## src/rtl/eth_rx_noc_out_mc_ctrl.sv

```systemverilog
// Control FSM for the Ethernet RX tile NoC output stage with NUM_DST channels.
// A CAM hit routes one header flit, META_FLITS metadata flits and the payload
// to a single channel. Misses are drained locally and counted. The flit path
// is purely combinational: val/rdy pass straight through with no staging.
module eth_rx_noc_out_mc_ctrl #(
    parameter int NUM_DST    = 2,
    parameter int DST_W      = ($clog2(NUM_DST) > 0) ? $clog2(NUM_DST) : 1,
    parameter int META_FLITS = 1,
    parameter int CNT_W      = 32
) (
    input  logic               clk,
    input  logic               rst,
    input  logic               hdr_val,
    output logic               hdr_rdy,
    input  logic               data_val,
    input  logic               data_last,
    output logic               data_rdy,
    output logic [NUM_DST-1:0] noc_out_val,
    input  logic [NUM_DST-1:0] noc_out_rdy,
    output logic               cam_rd,
    input  logic               cam_hit,
    input  logic [DST_W-1:0]   cam_dst,
    output logic [1:0]         flit_sel,
    output logic [3:0]         meta_idx,
    output logic               store_inputs,
    output logic               incr_packet_num,
    input  logic               drop_cnt_clr,
    output logic [CNT_W-1:0]   drop_cnt,
    output logic [CNT_W-1:0]   pkt_cnt
);

    // Flit mux select encoding shared with the datapath
    localparam logic [1:0] SEL_HDR  = 2'd0;
    localparam logic [1:0] SEL_META = 2'd1;
    localparam logic [1:0] SEL_DATA = 2'd2;

    localparam logic [3:0] META_LAST = (META_FLITS > 0) ? 4'(META_FLITS - 1) : 4'd0;

    typedef enum logic [1:0] {
        READY = 2'd0,
        META  = 2'd1,
        DATA  = 2'd2,
        DROP  = 2'd3
    } state_t;

    state_t           state;
    logic [DST_W-1:0] dst_reg;
    logic [3:0]       meta_cnt;

    logic [DST_W-1:0] dst;
    logic             dst_ok;
    logic             dst_rdy;
    logic             hit_ok;
    logic             flit_val;
    logic             hdr_rdy_i;
    logic             data_rdy_i;
    logic             cam_rd_i;
    logic [1:0]       flit_sel_i;
    logic             store_i;
    logic             incr_i;
    logic             drop_inc;

    assign dst    = (state == READY) ? cam_dst : dst_reg;
    assign dst_ok = (32'(dst) < NUM_DST);
    // An out-of-range channel index on a hit cannot be delivered, so it is a miss
    assign hit_ok = cam_hit && (32'(cam_dst) < NUM_DST);

    // Ready of the currently addressed channel
    always_comb begin
        dst_rdy = 1'b0;
        for (int i = 0; i < NUM_DST; i++) begin
            if (dst == DST_W'(i)) dst_rdy = noc_out_rdy[i];
        end
    end

    // Per-state handshake and mux control decode
    always_comb begin
        flit_val   = 1'b0;
        hdr_rdy_i  = 1'b0;
        data_rdy_i = 1'b0;
        cam_rd_i   = 1'b0;
        flit_sel_i = SEL_HDR;
        store_i    = 1'b0;
        incr_i     = 1'b0;
        drop_inc   = 1'b0;
        case (state)
            READY: begin
                cam_rd_i = 1'b1;
                if (hit_ok) begin
                    flit_val  = hdr_val;
                    hdr_rdy_i = dst_rdy;
                end else begin
                    hdr_rdy_i = 1'b1;
                end
                store_i = hdr_val && hdr_rdy_i;
            end
            META: begin
                flit_sel_i = SEL_META;
                flit_val   = 1'b1;
            end
            DATA: begin
                flit_sel_i = SEL_DATA;
                flit_val   = data_val;
                data_rdy_i = dst_rdy;
                incr_i     = data_val && dst_rdy && data_last;
            end
            default: begin
                flit_sel_i = SEL_DATA;
                data_rdy_i = 1'b1;
                drop_inc   = data_val && data_last;
            end
        endcase
    end

    // Outputs forced quiet while reset is held so an abort is visible at once
    always_comb begin
        for (int i = 0; i < NUM_DST; i++) begin
            noc_out_val[i] = !rst && flit_val && dst_ok && (dst == DST_W'(i));
        end
        hdr_rdy         = !rst && hdr_rdy_i;
        data_rdy        = !rst && data_rdy_i;
        cam_rd          = !rst && cam_rd_i;
        store_inputs    = !rst && store_i;
        incr_packet_num = !rst && incr_i;
        flit_sel        = rst ? SEL_HDR : flit_sel_i;
        meta_idx        = rst ? 4'd0 : meta_cnt;
    end

    // Packet sequencing: header, metadata, payload or drain
    always_ff @(posedge clk or posedge rst) begin
        if (rst) begin
            state    <= READY;
            dst_reg  <= '0;
            meta_cnt <= '0;
        end else begin
            case (state)
                READY: begin
                    if (store_i) begin
                        dst_reg <= cam_dst;
                        if (!hit_ok)             state <= DROP;
                        else if (META_FLITS > 0) state <= META;
                        else                     state <= DATA;
                    end
                end
                META: begin
                    if (dst_rdy) begin
                        if (meta_cnt == META_LAST) begin
                            meta_cnt <= '0;
                            state    <= DATA;
                        end else begin
                            meta_cnt <= meta_cnt + 4'd1;
                        end
                    end
                end
                DATA: begin
                    if (incr_i) state <= READY;
                end
                default: begin
                    if (drop_inc) state <= READY;
                end
            endcase
        end
    end

    // Delivered-packet counter, wraps
    always_ff @(posedge clk or posedge rst) begin
        if (rst)         pkt_cnt <= '0;
        else if (incr_i) pkt_cnt <= pkt_cnt + CNT_W'(1);
    end

    // Dropped-packet counter, saturates; a clear takes effect before a same-cycle drop
    always_ff @(posedge clk or posedge rst) begin
        if (rst) begin
            drop_cnt <= '0;
        end else if (drop_cnt_clr) begin
            drop_cnt <= drop_inc ? CNT_W'(1) : '0;
        end else if (drop_inc && (drop_cnt != {CNT_W{1'b1}})) begin
            drop_cnt <= drop_cnt + CNT_W'(1);
        end
    end

endmodule

```

## config.mk

```make
export PLATFORM = sky130hd
export DESIGN_NAME = eth_rx_noc_out_mc_ctrl
export DESIGN_NICKNAME = d
export VERILOG_FILES = /design/src/rtl/eth_rx_noc_out_mc_ctrl.sv
export SDC_FILE = /design/constraint.sdc
export NUM_CORES = 1
export LEC_CHECK = 0
export ABC_CLOCK_PERIOD_IN_PS = 2900
export CAP_MARGIN = 10
export CORE_ASPECT_RATIO = 1.1
export CORE_MARGIN = 8
export CORE_UTILIZATION = 35
export DETAILED_ROUTE_END_ITERATION = 8
export GPL_TIMING_DRIVEN = 0
export PLACE_DENSITY = 0.63
export SETUP_SLACK_MARGIN = 0.3
export SYNTH_ARGS = -nofsm -noshare
export SYNTH_HDL_FRONTEND = slang
export SYNTH_SLANG_ARGS = --single-unit
```

## constraint.sdc

```tcl
create_clock -name clk -period 2.9 [get_ports clk]
set_input_delay 0.58 -clock clk [delete_from_list [all_inputs] [get_ports clk]]
set_output_delay 0.58 -clock clk [all_outputs]
set_load 0.05 [all_outputs]
```

==> results.cfg <==
[synth]
syn-cell-area_um2 = 3791
synth_async_sr_flop_share_pct = 100.0
synth_xor_area_share_pct = 8.317
synthCells = 395
synth-compound-area-share_pct = 11.06
yosysSeqAreaShare_pct = 46.86
syn_area_per_cell_um2 = 9.598
synth_warnings = 0
syn-num-nets = 414
largest_area_contributor_in_the_synthesized_netlist = sky130_fd_sc_hd__dfrtp_1
synth.lib_cells_used.distinct = 39
post_synth_mux_area_share_pct = 3.366
synth_seq_cells = 71
yosys_most_used_dff = sky130_fd_sc_hd__dfrtp_1
synthDominantCellAreaShare_pct = 46.86
synth_fa_ha_area_share_pct = 2.970
simple_logic_cell_fraction_of_the_synthesized_area_pct = 24.72
synth_top_family_by_area = simple AND/OR/NAND/NOR gates
synth_edf_count = 0
synth_area_leaders = sky130_fd_sc_hd__dfrtp_1 47%, sky130_fd_sc_hd__xnor2_1 6.7%, sky130_fd_sc_hd__a21oi_1 3.4%

[clocking]
clock_buffers_created_by_tritoncts = 9
cts_root_buffer = sky130_fd_sc_hd__clkbuf_16
clkSinkCount = 71
postCtsHoldBufs = 0
clock_insertion_delay_worst_skew_ps = 330
clock_tree.buffer_depth = 2
htree_num_levels = 3
path_clk_slew_ps = 60
tritoncts = done

[timing]
clock_skew_ps = 6.458
worst_slew_pin_tran_ps = 835.4
timing.slew.headroom_pct = 44.00
finalMaxSlewViolations = 0
min_period_over_period_pct = 94.89
setup_repair_after_global_routing_missed_its_margin = yes
maxClockFrequency_mhz = 363.4
timing_hold_violations_final = 0
fin_crit_ps = 2752
timing.final.setup_violations = 0

[final_layout]
fillerInstances = 972
register_area_um2 = 1777
layout-area-overhead-vs-synth_pct = 44.69
layout_common_cells = 73 x sky130_fd_sc_hd__clkdlybuf4s50_1, 71 x sky130_fd_sc_hd__dfrtp_1, 31 x sky130_fd_sc_hd__nand2_1
number_of_non_filler_instances_in_the_completed_layout = 663
antennaDiodeCount = 0
drive_above_1_share_pct = 15.12
finish.net_count = 530
largest_registers = drop_cnt (32), pkt_cnt (32), meta_cnt (4)
post-route-util_pct = 50.98
area_of_combinational_cells_with_multiple_inputs_um2 = 2017
most_common_library_cell_in_the_layout_ignoring_fill_and_taps = sky130_fd_sc_hd__clkdlybuf4s50_1

[placement]
hpwlAfterDp_mm = 7.400
port_buffers = 84
last_weighted_congestion_value_of_the_routability_driven_placer = 0.7803
post_place_cells = 627

[grt]
via_count_of_the_first_global_routing_pass = 3430
pin_count_of_the_biggest_net_entering_global_routing = 39
grt_first_pass_wirelength_mm = 17.27
grt_usage_pct = 14.72
grt.overflow.total = 0
antenna_violations_before_repair = 0

[power]
total_leakage_power_nw = 2.223
power.density_cell_area_nw_per_um2 = 657.5
worst_ir_drop_vdd_mv = 0.3941

[route]
postRouteAntennaNets = 0
drt_first_iter_violations = 225
routed_via_density = 5.166
drt_pre_antenna_iters = 4
drc = 0
final_wirelength_mm = 10.39
post_drt_wl_per_cell_um = 15.68
total_number_of_vias = 3425

[critical_path]
timing.reg2reg.worst_path_depth = 8
reg2reg_to = drop_cnt[26]$_DFFE_PP0P_
cp_data_required_time_ps = 2320
critical_path_launch_point = cam_dst
worst-r2r-setup-slack_ps = 450
worst-endpoint-arrival_ps = 2170
crit_path_start_kind = input port
critical_path.max_fanout = 4
crit_type = input port to output port
startpoint_of_the_worst_slack_reg_to_reg_timing_path = state[1]$_DFFE_PP0P_
worstSetupEndpointType = output port

[floorplanning]
fp.dieArea_um2 = 14420
die_width_um = 115.2
top_level_pins = 87
core_region_area_um2 = 10760
initial_core_util_pct = 35.23
chipHeight_um = 125.2
std_cell_rows = 40

[job]
cap_violations = 0

[hold_path]
min_path_type = input port to async pin

[status]
run_status = complete, no violations
worst max-delay path by stage:
stage,endpoint,depth (start not counted)
final,store_inputs,7
after global routing,store_inputs,9
after CTS,incr_packet_num,8
after detailed placement,incr_packet_num,6
after global placement,incr_packet_num,4
after floorplan,incr_packet_num,3
critical path: stages:
cell and delay (ps):
sky130_fd_sc_hd__clkdlybuf4s50_1 500, sky130_fd_sc_hd__mux2i_4 290, sky130_fd_sc_hd__mux2i_4 310, sky130_fd_sc_hd__buf_6 130
sky130_fd_sc_hd__a21boi_4 50, sky130_fd_sc_hd__and2_4 170, sky130_fd_sc_hd__buf_8 140
synthesized netlist by cell type (5+ instances only):
master                     count
sky130_fd_sc_hd__a31oi_1       6
sky130_fd_sc_hd__a21oi_1      26
sky130_fd_sc_hd__xor2_1        7
sky130_fd_sc_hd__nor3_1        6
sky130_fd_sc_hd__nand3_1      26
sky130_fd_sc_hd__and3_1       14
sky130_fd_sc_hd__mux2i_1       6
sky130_fd_sc_hd__mux2_2        6
sky130_fd_sc_hd__o21ai_0      19
sky130_fd_sc_hd__nand2_1      31
sky130_fd_sc_hd__xnor2_1      29
sky130_fd_sc_hd__inv_1        11
sky130_fd_sc_hd__ha_1          9
sky130_fd_sc_hd__or3_1        18
sky130_fd_sc_hd__o31ai_1       6
sky130_fd_sc_hd__clkbuf_1     10
sky130_fd_sc_hd__or4_1         8
sky130_fd_sc_hd__and2_1        5
sky130_fd_sc_hd__dfrtp_1      71
sky130_fd_sc_hd__and4_1        8
sky130_fd_sc_hd__nand4_1      16
sky130_fd_sc_hd__nor2_1       26
kinds of logic (layout without fill, tap and decap cells):
kind of cell / count (synthesis) / after routing
xor+xnor: 36 / 36
buf+inv: 26 / 147
simple gates: 172 / 172
compound gates: 69 / 69
fa+ha+maj: 9 / 9
mux: 12 / 12
flops: 71 / 71
per-layer routing:
layer	vias up	global-route usage (%)	routed length, µm
li1	1671	-	-
met2	82	24.28	5168
met1	1661	18.13	4490
met4	0	5.186	126
met3	11	3.659	608
met5	-	0	0
where the power goes:
group / internal (mW) / total, mW / switching (mW) / leakage, nW
clock network: 0.781 / 1.21 / 0.430 / 0.155
registers: 1.07 / 1.15 / 0.0828 / 0.976
logic: 0.557 / 1.25 / 0.690 / 1.09
area by class of cell:
type	instances	area share, %
Multi-Input combinational cell	298	36.77
Sequential cell	71	32.39
Timing Repair Buffer	104	18.66
Clock buffer	10	4.357
Tap cell	147	3.353
Buffer	15	1.870
Clock inverter	6	1.688
Inverter	11	0.8212
Timing Repair inverter	1	0.09124
timing repair:
action,CTS,global route
gates cloned,1,0
setup endpoints to repair,28,21
resized for setup,60,15
pin swaps,2,1
setup buffers,9,10
per-stage QoR:
stage               total power, mW  cell area (µm²)  TNS (ps)  setup slack [ps]  hold slack [ps]
global placement              2.123             4877     -3303             -1131            459.2
floorplan                     1.857             3852         0             48.83            467.4
finish                        3.607             5485         0             148.2            323.8
detailed placement            2.146             4897     -2867            -664.1            465.7
CTS                           3.526             5363         0             131.0            328.9
global route                  3.788             5485         0             93.14            338.4
(Power assumes the default switching activity.)
